File: src/rtl/ddr_rd_stream_if.sv
// Bus bundle for ddr_rd_stream: the DDR read command channel, the returned
// read data, and the forwarded beat stream towards ddr2dbuf.
// master = ddr_rd_stream itself, slave = memory controller / consumer side.
interface ddr_rd_stream_if #(
    parameter int DDR_W      = 512,
    parameter int AXI_ADDR_W = 32,
    parameter int MAX_BURST  = 16
);
    localparam int LEN_W = $clog2(MAX_BURST + 1);

    logic [AXI_ADDR_W-1:0] rd_cmd_addr;
    logic [LEN_W-1:0]      rd_cmd_len;
    logic                  rd_cmd_valid;
    logic                  rd_cmd_ready;
    logic [DDR_W-1:0]      rd_data;
    logic                  rd_data_valid;
    logic [DDR_W-1:0]      ddr_data;
    logic                  ddr_valid;

    modport master (
        output rd_cmd_addr, rd_cmd_len, rd_cmd_valid, ddr_data, ddr_valid,
        input  rd_cmd_ready, rd_data, rd_data_valid
    );

    modport slave (
        input  rd_cmd_addr, rd_cmd_len, rd_cmd_valid, ddr_data, ddr_valid,
        output rd_cmd_ready, rd_data, rd_data_valid
    );
endinterface

File: src/rtl/ddr_rd_stream.sv
// ddr_rd_stream: read-side DDR front end for the data-buffer loader.
// On start it walks one contiguous tile with burst read commands, split at
// MAX_BURST and at 4 KB pages, with at most MAX_OUTST beats in flight, and
// forwards returned beats unchanged with one cycle of latency.
// Optional build macro DDR_RD_STAT_EN adds the stat_cycles busy-cycle counter.
module ddr_rd_stream #(
    parameter int DDR_W      = 512,
    parameter int AXI_ADDR_W = 32,
    parameter int MAX_BURST  = 16,
    parameter int MAX_OUTST  = 64
) (
    input  logic                  clk,
    input  logic                  rst,
    input  logic                  start,
    output logic                  done,
    input  logic [2:0]            mode,
    input  logic [3:0]            ch_num,
    input  logic [3:0]            row_num,
    input  logic [3:0]            pix_num,
    input  logic [AXI_ADDR_W-1:0] base_addr,
    ddr_rd_stream_if.master       bus
`ifdef DDR_RD_STAT_EN
    ,
    output logic [31:0]           stat_cycles
`endif
);

    localparam int LEN_W   = $clog2(MAX_BURST + 1);
    localparam int CNT_W   = 13;
    localparam int BYTE_SH = $clog2(DDR_W / 8);

    typedef enum logic [1:0] {IDLE, CMD, WAIT} state_t;

    state_t                state;
    logic [CNT_W-1:0]      cmd_rem;
    logic [CNT_W-1:0]      data_rem;
    logic [CNT_W-1:0]      outst;
    logic [CNT_W-1:0]      cmd_beats;
    logic [AXI_ADDR_W-1:0] cur_addr;

    logic [CNT_W-1:0]      ch1, pix1, row1, total;
    logic [CNT_W-1:0]      page_beats, beats;
    logic                  room;
    logic                  beat_in;
    logic                  cmd_acc;
    logic                  mode_unused;

    // Only mode[0] (fc vs conv) matters for the read side.
    assign mode_unused = ^mode[2:1];

    assign beat_in = bus.rd_data_valid && (state != IDLE);
    assign cmd_acc = bus.rd_cmd_valid && bus.rd_cmd_ready;

    // Tile size from config and the size of the next burst at cur_addr.
    always_comb begin
        ch1   = {{(CNT_W-4){1'b0}}, ch_num}  + CNT_W'(1);
        pix1  = {{(CNT_W-4){1'b0}}, pix_num} + CNT_W'(1);
        row1  = {{(CNT_W-4){1'b0}}, row_num} + CNT_W'(1);
        total = mode[0] ? ch1 : CNT_W'(ch1 * pix1 * row1);

        // Beats left before the next 4 KB page; at least 1 for an aligned address.
        page_beats = (CNT_W'(4096) - {1'b0, cur_addr[11:0]}) >> BYTE_SH;
        beats = CNT_W'(MAX_BURST);
        if (cmd_rem < beats)    beats = cmd_rem;
        if (page_beats < beats) beats = page_beats;

        room = ({1'b0, outst} + {1'b0, beats}) <= (CNT_W+1)'(MAX_OUTST);
    end

    // Tile FSM: command issue, outstanding-beat accounting and done flag.
    always_ff @(posedge clk) begin
        if (rst) begin
            state            <= IDLE;
            done             <= 1'b1;
            bus.rd_cmd_valid <= 1'b0;
            bus.rd_cmd_addr  <= '0;
            bus.rd_cmd_len   <= '0;
            bus.ddr_valid    <= 1'b0;
            cmd_rem          <= '0;
            data_rem         <= '0;
            outst            <= '0;
            cmd_beats        <= '0;
            cur_addr         <= '0;
        end else begin
            bus.ddr_valid <= beat_in;
            case (state)
                IDLE: begin
                    if (start) begin
                        cmd_rem  <= total;
                        data_rem <= total;
                        cur_addr <= base_addr;
                        outst    <= '0;
                        done     <= 1'b0;
                        state    <= CMD;
                    end
                end
                CMD, WAIT: begin
                    if (state == CMD) begin
                        if (cmd_acc) begin
                            // A bubble follows every accept so the next burst
                            // is sized from the updated address and remainder.
                            bus.rd_cmd_valid <= 1'b0;
                            cur_addr <= cur_addr + (AXI_ADDR_W'(cmd_beats) << BYTE_SH);
                            cmd_rem  <= cmd_rem - cmd_beats;
                            if (cmd_rem == cmd_beats) state <= WAIT;
                        end else if (!bus.rd_cmd_valid && room) begin
                            bus.rd_cmd_valid <= 1'b1;
                            bus.rd_cmd_addr  <= cur_addr;
                            bus.rd_cmd_len   <= LEN_W'(beats - CNT_W'(1));
                            cmd_beats        <= beats;
                        end
                    end
                    outst <= outst + (cmd_acc ? cmd_beats : '0) - (beat_in ? CNT_W'(1) : '0);
                    if (beat_in) begin
                        data_rem <= data_rem - CNT_W'(1);
                        if (data_rem == CNT_W'(1)) begin
                            state <= IDLE;
                            done  <= 1'b1;
                        end
                    end
                end
                default: state <= IDLE;
            endcase
        end
    end

    // Forwarded beat register, updated only by beats belonging to a tile.
    always_ff @(posedge clk) begin
        if (rst)          bus.ddr_data <= '0;
        else if (beat_in) bus.ddr_data <= bus.rd_data;
    end

`ifdef DDR_RD_STAT_EN
    function automatic logic [31:0] sat_inc(input logic [31:0] v);
        return (v == 32'hFFFF_FFFF) ? v : v + 32'd1;
    endfunction

    // Busy-cycle counter: cleared on accepted start, counts while done is low.
    always_ff @(posedge clk) begin
        if (rst)                        stat_cycles <= '0;
        else if (state == IDLE && start) stat_cycles <= '0;
        else if (!done)                 stat_cycles <= sat_inc(stat_cycles);
    end
`endif

endmodule
File: src/flat_wrapper.sv
// flat-port wrapper written by rule: the top's interface ports become plain ports
module ddr_rd_stream_flat 
#(
    parameter int DDR_W      = 512,
    parameter int AXI_ADDR_W = 32,
    parameter int MAX_BURST  = 16,
    parameter int MAX_OUTST  = 64
)
  (clk, rst, start, done, mode, ch_num, row_num, pix_num, base_addr, bus_rd_cmd_addr, bus_rd_cmd_len, bus_rd_cmd_valid, bus_ddr_data, bus_ddr_valid, bus_rd_cmd_ready, bus_rd_data, bus_rd_data_valid);
  ddr_rd_stream_if #(.DDR_W(DDR_W), .AXI_ADDR_W(AXI_ADDR_W), .MAX_BURST(MAX_BURST)) bus_i ();
  input  logic clk;
  input  logic rst;
  input  logic start;
  output logic done;
  input  logic [2:0] mode;
  input  logic [3:0] ch_num;
  input  logic [3:0] row_num;
  input  logic [3:0] pix_num;
  input  logic [AXI_ADDR_W-1:0] base_addr;
  output wire logic [$bits(bus_i.rd_cmd_addr)-1:0] bus_rd_cmd_addr;
  output wire logic [$bits(bus_i.rd_cmd_len)-1:0] bus_rd_cmd_len;
  output wire logic [$bits(bus_i.rd_cmd_valid)-1:0] bus_rd_cmd_valid;
  output wire logic [$bits(bus_i.ddr_data)-1:0] bus_ddr_data;
  output wire logic [$bits(bus_i.ddr_valid)-1:0] bus_ddr_valid;
  input wire logic [$bits(bus_i.rd_cmd_ready)-1:0] bus_rd_cmd_ready;
  input wire logic [$bits(bus_i.rd_data)-1:0] bus_rd_data;
  input wire logic [$bits(bus_i.rd_data_valid)-1:0] bus_rd_data_valid;
  assign bus_rd_cmd_addr = bus_i.rd_cmd_addr;
  assign bus_rd_cmd_len = bus_i.rd_cmd_len;
  assign bus_rd_cmd_valid = bus_i.rd_cmd_valid;
  assign bus_ddr_data = bus_i.ddr_data;
  assign bus_ddr_valid = bus_i.ddr_valid;
  assign bus_i.rd_cmd_ready = bus_rd_cmd_ready;
  assign bus_i.rd_data = bus_rd_data;
  assign bus_i.rd_data_valid = bus_rd_data_valid;
  ddr_rd_stream #(.DDR_W(DDR_W), .AXI_ADDR_W(AXI_ADDR_W), .MAX_BURST(MAX_BURST), .MAX_OUTST(MAX_OUTST)) u_core (.clk(clk), .rst(rst), .start(start), .done(done), .mode(mode), .ch_num(ch_num), .row_num(row_num), .pix_num(pix_num), .base_addr(base_addr), .bus(bus_i));
endmodule
File: config.mk
export PLATFORM = sky130hd
export DESIGN_NAME = ddr_rd_stream_flat
export DESIGN_NICKNAME = d
export VERILOG_FILES = /design/src/rtl/ddr_rd_stream_if.sv /design/src/rtl/ddr_rd_stream.sv /design/src/flat_wrapper.sv
export SDC_FILE = /design/constraint.sdc
export NUM_CORES = 2
export LEC_CHECK = 0
export BUFFER_PORTS_ARGS = -buffer_cell sky130_fd_sc_hd__buf_4
export CORE_AREA = 2 2 433 435
export DETAILED_ROUTE_END_ITERATION = 10
export DIE_AREA = 0 0 435 437
export SLEW_MARGIN = 40
export SYNTH_ARGS = -nofsm -noshare
export SYNTH_HDL_FRONTEND = slang
export SYNTH_SLANG_ARGS = --single-unit
File: constraint.sdc
create_clock -name clk -period 6.9 [get_ports clk]
set_input_delay 0.69 -clock clk [delete_from_list [all_inputs] [get_ports clk]]
set_output_delay 0.69 -clock clk [all_outputs]
set_load 0.02 [all_outputs]
After elaboration in Yosys (flattened, before gate mapping)
Cells that the tools add are included.

Muxes and demuxes: 30. $mul: 2. Reductions and logical operators: 15. Bitwise operators: 1. Add/subtract/negate cells: 11. Equal/unequal tests: 9. Magnitude comparators: 3.

Operators with widths (count): $mux W13 (9); $mux W32 (3); $pmux W13 S2 (3); $pmux W32 S2 (1); $add A32 B19 Y32 (1); $mul A13 B13 Y13 (2); $sub A13 B13 Y13 (2); $add A4 B1 Y5 const B (3); $add A13 B13 Y14 (1); $le A14 B7 Y1 const B (1); $add A13 B13 Y13 (1); $eq A13 B1 Y1 const B (1); $eq A13 B13 Y1 (1); $lt A13 B5 Y1 const B (1); $lt A7 B13 Y1 (1); $sub A13 B1 Y13 const B (1); $sub A13 B12 Y13 const A (1); $mux W2 (6); $reduce_and A4 Y1 (3); $ne A2 B1 Y1 const B (4); $mux W1 (6); $reduce_and A3 Y1 (2); $reduce_bool A2 Y1 (3); $sub A5 B1 Y5 const B (1); 11 further kinds (13).

Logic and storage cells: 83. Flip-flop bits (word level): 638.

Logic depth before layout (Yosys ltp)
Word-level depth: 9. Mapped depth: 29.

Worst setup path after synthesis
No wires, ideal clock.

Path type: input to register. Start point: input port pix_num[0]. End point: register u_core.cmd_rem[11]. Path slack: -406 ps. Path buffers: 1. Arrival time: 7178 ps. Stages on the path: 27. Data required time: 6772 ps. Cell sequence: clkbuf_1 nand3_1 xor2_1 nand2b_1 fa_1 fa_1 fa_1 inv_1 ha_1 a211o_1 and2_1 o21ai_0 nor2b_1 xnor2_1 and2_1 fa_1 fa_1 inv_1 fa_1 inv_1 ha_1 a21o_1 a41oi_1 xor2_1 nor2_1 a21oi_1 a21oi_1.

Word-level cells in the longest chain between the ends: 6.

RTL lines: start: declaration (RTL line flat_wrapper.sv:18) `input logic [3:0] pix_num;`; $add A4 B1 Y5 (RTL line ddr_rd_stream.sv:57) `pix1 = {{(CNT_W-4){1'b0}}, pix_num} + CNT_W'(1);`; $mul A13 B13 Y13 (2 in a row) (RTL line ddr_rd_stream.sv:59) `total = mode[0] ? ch1 : CNT_W'(ch1 * pix1 * row1);`; $mux W13 (RTL line ddr_rd_stream.sv:59); $mux W13 (RTL line ddr_rd_stream.sv:88) `if (start) begin`; $pmux W13 S2 (RTL line ddr_rd_stream.sv:86) `case (state)`; end signal: assignment (RTL line ddr_rd_stream.sv:89) `cmd_rem <= total;`; end signal: assignment (RTL line ddr_rd_stream.sv:104) `cmd_rem <= cmd_rem - cmd_beats;`; end: declaration (RTL line ddr_rd_stream.sv:35) `logic [CNT_W-1:0] cmd_rem;`.

Every way passes these cells. The select of a mux whose other input is x is not followed. A chain may end at the register's enable or synchronous reset.

Final worst setup path
Start point: input port pix_num[0]. End point: register u_core.cmd_rem[12].

The elaborated chain is that of the path after synthesis.

==> impl_metrics.env <==
export IMPL_ys_warn_count=0
export IMPL_dr_total_vias=28922
export IMPL_synthFlopType="dfxtp_1"
export IMPL_drc=0
export IMPL_drtIter0Drc=1788
export IMPL_slew_violations=0
export IMPL_max_freq_mhz=153
export IMPL_clock_sinks=638
export IMPL_cts_buffer_depth=3
export IMPL_cp_arrival_ps=7150
export IMPL_die_area_sq_um=190000
export IMPL_postCtsHoldBufs=0
export IMPL_cts_tree="yes"
export IMPL_ios=1116
export IMPL_grt_pass1_wl_um=232000
export IMPL_finalCritPeriodShare_pct=94.7
export IMPL_cp_startpoint="pix_num[0]"
export IMPL_place_area_sq_um=39300
export IMPL_nets=5313
export IMPL_synth_area_leaders="dfxtp_1 46%, nand2_1 15%, a21oi_1 11%"
export IMPL_p_leak_uw=0.0176
export IMPL_synth_area_sq_um=28000
export IMPL_worst_pin_slew_ps=838
export IMPL_path_clk_slew_ps=60
export IMPL_wirelength_um=172000
export IMPL_peakVddDrop_uv=205
export IMPL_hold_viol=0
export IMPL_min_delay_worst_endpoint="u_core.bus.ddr_data[74]"
export IMPL_initial_core_util_pct=15.1
export IMPL_synth_top_area_cell="dfxtp_1"
export IMPL_rr_worst_depth=21
export IMPL_clk_latency_ps=710
export IMPL_synth_cell_type_count=74
export IMPL_critPathKind="input port to register"
export IMPL_synth_edf_count=0
export IMPL_max_stage_delay_ps=570
export IMPL_ctsHtreeMaxLevel=3
export IMPL_fin_util_pct=22.9
export IMPL_maxSlewHeadroom_pct=44.1
export IMPL_wl_per_cell_um=24.0
export IMPL_async_reset_ff_share_pct=0
export IMPL_worstHoldPathType="input port to register"
export IMPL_cp_end_kind="register"
export IMPL_cp_required_ps=7520
export IMPL_synth_top_area_share_pct=45.6
export IMPL_cts_root_buffer="clkbuf_16"
export IMPL_ys_ff_latch=638
export IMPL_hold_start="bus_rd_data[74]"
export IMPL_drive_gt1_share_pct=29.5
export IMPL_cp_max_fo=5
export IMPL_final_area_sq_um=42300
export IMPL_rrSetupSlack_ps=500
export IMPL_cap_violations=0
export IMPL_first_pass_iters=8
export IMPL_setup_viol_count_final=0
export IMPL_rsz0062_at_grt="no"
export IMPL_outcome="completed"
export IMPL_area_growth_pct=50.9
export IMPL_r2r_start="u_core.cur_addr[5]"
export IMPL_gr_usage_all_layers_pct=17.4
export IMPL_fin_skew_ps=17.8
export IMPL_r2r_end="u_core.bus.rd_cmd_addr[20]"
export IMPL_grt_overflow=0
export IMPL_postCtsSetupBuffers=0
export IMPL_syn_avg_cell_area_sq_um=7.89
export IMPL_num_rows=158
export IMPL_die_w_um=435
export IMPL_min_period_ps=6530
export IMPL_hpwl_um=140000
export IMPL_drtAntennaViolNets=0
export IMPL_holdPathStages=3
export IMPL_place_congestion=0.933
export IMPL_grt_pass1_vias=28074
export IMPL_port_buffers=1113
export IMPL_cp_slowest_cell="fa_1"
export IMPL_vias_per_cell=4.05
export IMPL_coreArea_sq_um=185000
export IMPL_synth_seq_area_share_pct=45.6
export IMPL_final_setup_tns_ps=0
export IMPL_cts_buffers=85
export IMPL_cp_start_kind="input port"
export IMPL_p_per_area_nw_per_um2=266
export IMPL_antenna_found_initial=40
export IMPL_crit_top_cell="fa_1"
export IMPL_grt_max_degree=165
export IMPL_chipHeight_um=437
export IMPL_ctsResizeCount=0
export IMPL_syn_inst=3553
-- sequential cells by signal, indices dropped and copies added (netlist names), 2 cells and up --
signal,count
u_core.outst,13
u_core.bus.ddr_data,512
u_core.bus.rd_cmd_addr,32
u_core.cmd_beats,13
u_core.data_rem,13
u_core.cur_addr,32
u_core.state,2
u_core.cmd_rem,13
u_core.bus.rd_cmd_len,5
-- where the power goes --
group | switching (uW) | internal, uW | total (uW)
combinational | 1500 | 1140 | 2630
sequential | 128 | 3850 | 3980
clock | 1910 | 2710 | 4620
-- layout by cell type (no fill, tap or decap), drive strengths merged, types with 7 or more instances in the layout --
master	count
buf	1175
nand2	1110
dfxtp	638
a21oi	599
nor2	159
inv	128
ha	116
clkbuf	116
o21ai	50
mux2i	46
nor3	45
fa	38
xnor2	38
nand3	35
a211oi	33
xor2	26
clkinv	26
nand2b	25
and2	19
a21o	17
a22oi	15
nand4	14
a31oi	13
o21a	13
nor2b	13
or3	13
nor3b	11
nor4	10
or2	10
conb	8
mux2	8
or4	8
o31ai	7
o21bai	7
-- critical path, delay by kind of cell --
kind / cells / cell delay (ps)
xor+xnor: 2 / 470
buf+inv: 5 / 330
fa+ha+maj: 9 / 3890
simple gates: 3 / 430
compound gates: 8 / 1340
-- layout make-up --
cell class,instances,area [sq um]
clock inverter,40,384
clock buffer,116,2480
tap,2480,3100
multi-input combinational,2572,14100
timing repair buffer,1175,8990
sequential,638,12800
inverter,123,470
antenna,5,12.5
fill,20655,143000
-- stage by stage --
stage	cells	setup WS (ps)	hold slack (ps)	total power [uW]
final	7149	367	232	11200
after global routing	7146	38.6	174	11800
after CTS	7142	407	137	11400
after detailed placement	6986	-374	447	6700
after global placement	6984	-369	442	6670
after floorplan	3559	9.21	449	5580
-- worst max path at each step --
stage | depth (start not counted) | endpoint | slack [ps]
5_1_grt | 26 | u_core.cmd_rem[12] | 40
2_1_floorplan | 26 | u_core.cmd_rem[12] | 9
6_report | 27 | u_core.cmd_rem[12] | 370
3_3_place_gp | 26 | u_core.cmd_rem[12] | -370
3_5_place_dp | 25 | u_core.cmd_rem[12] | -370
4_1_cts | 25 | u_core.cmd_rem[12] | 410
-- cell usage after synthesis, drive strengths merged (25+ instances only) --
cell,number
xnor2,38
mux2i,46
nand2b,25
o21ai,50
nor3,45
a211oi,33
ha,116
nand3,35
nor2,159
nand2,1110
xor2,26
dfxtp,638
a21oi,599
inv,122
clkbuf,211
fa,38
-- routing by layer --
metal | up-vias | GRT usage [%] | part of all wire (%)
met5 | - | 0 | 0.016
met4 | 4 | 5.00 | 3.2
met3 | 209 | 3.28 | 4.5
met2 | 874 | 31.0 | 51
met1 | 13960 | 21.0 | 42
li1 | 13875 | - | -
-- kinds of logic (layout without fill, tap and decap cells) --
group,Yosys count,count (layout),synth area share (%)
compound gates,802,802,15.9
xor+xnor,64,64,2.03
fa+ha+maj,154,154,7.89
buf+inv,349,1454,4.76
flops,638,638,45.6
mux,54,54,1.98
other cells,2,13,0.0268
simple gates,1490,1490,21.8
Note: power is estimated with default switching activity, not from simulation.
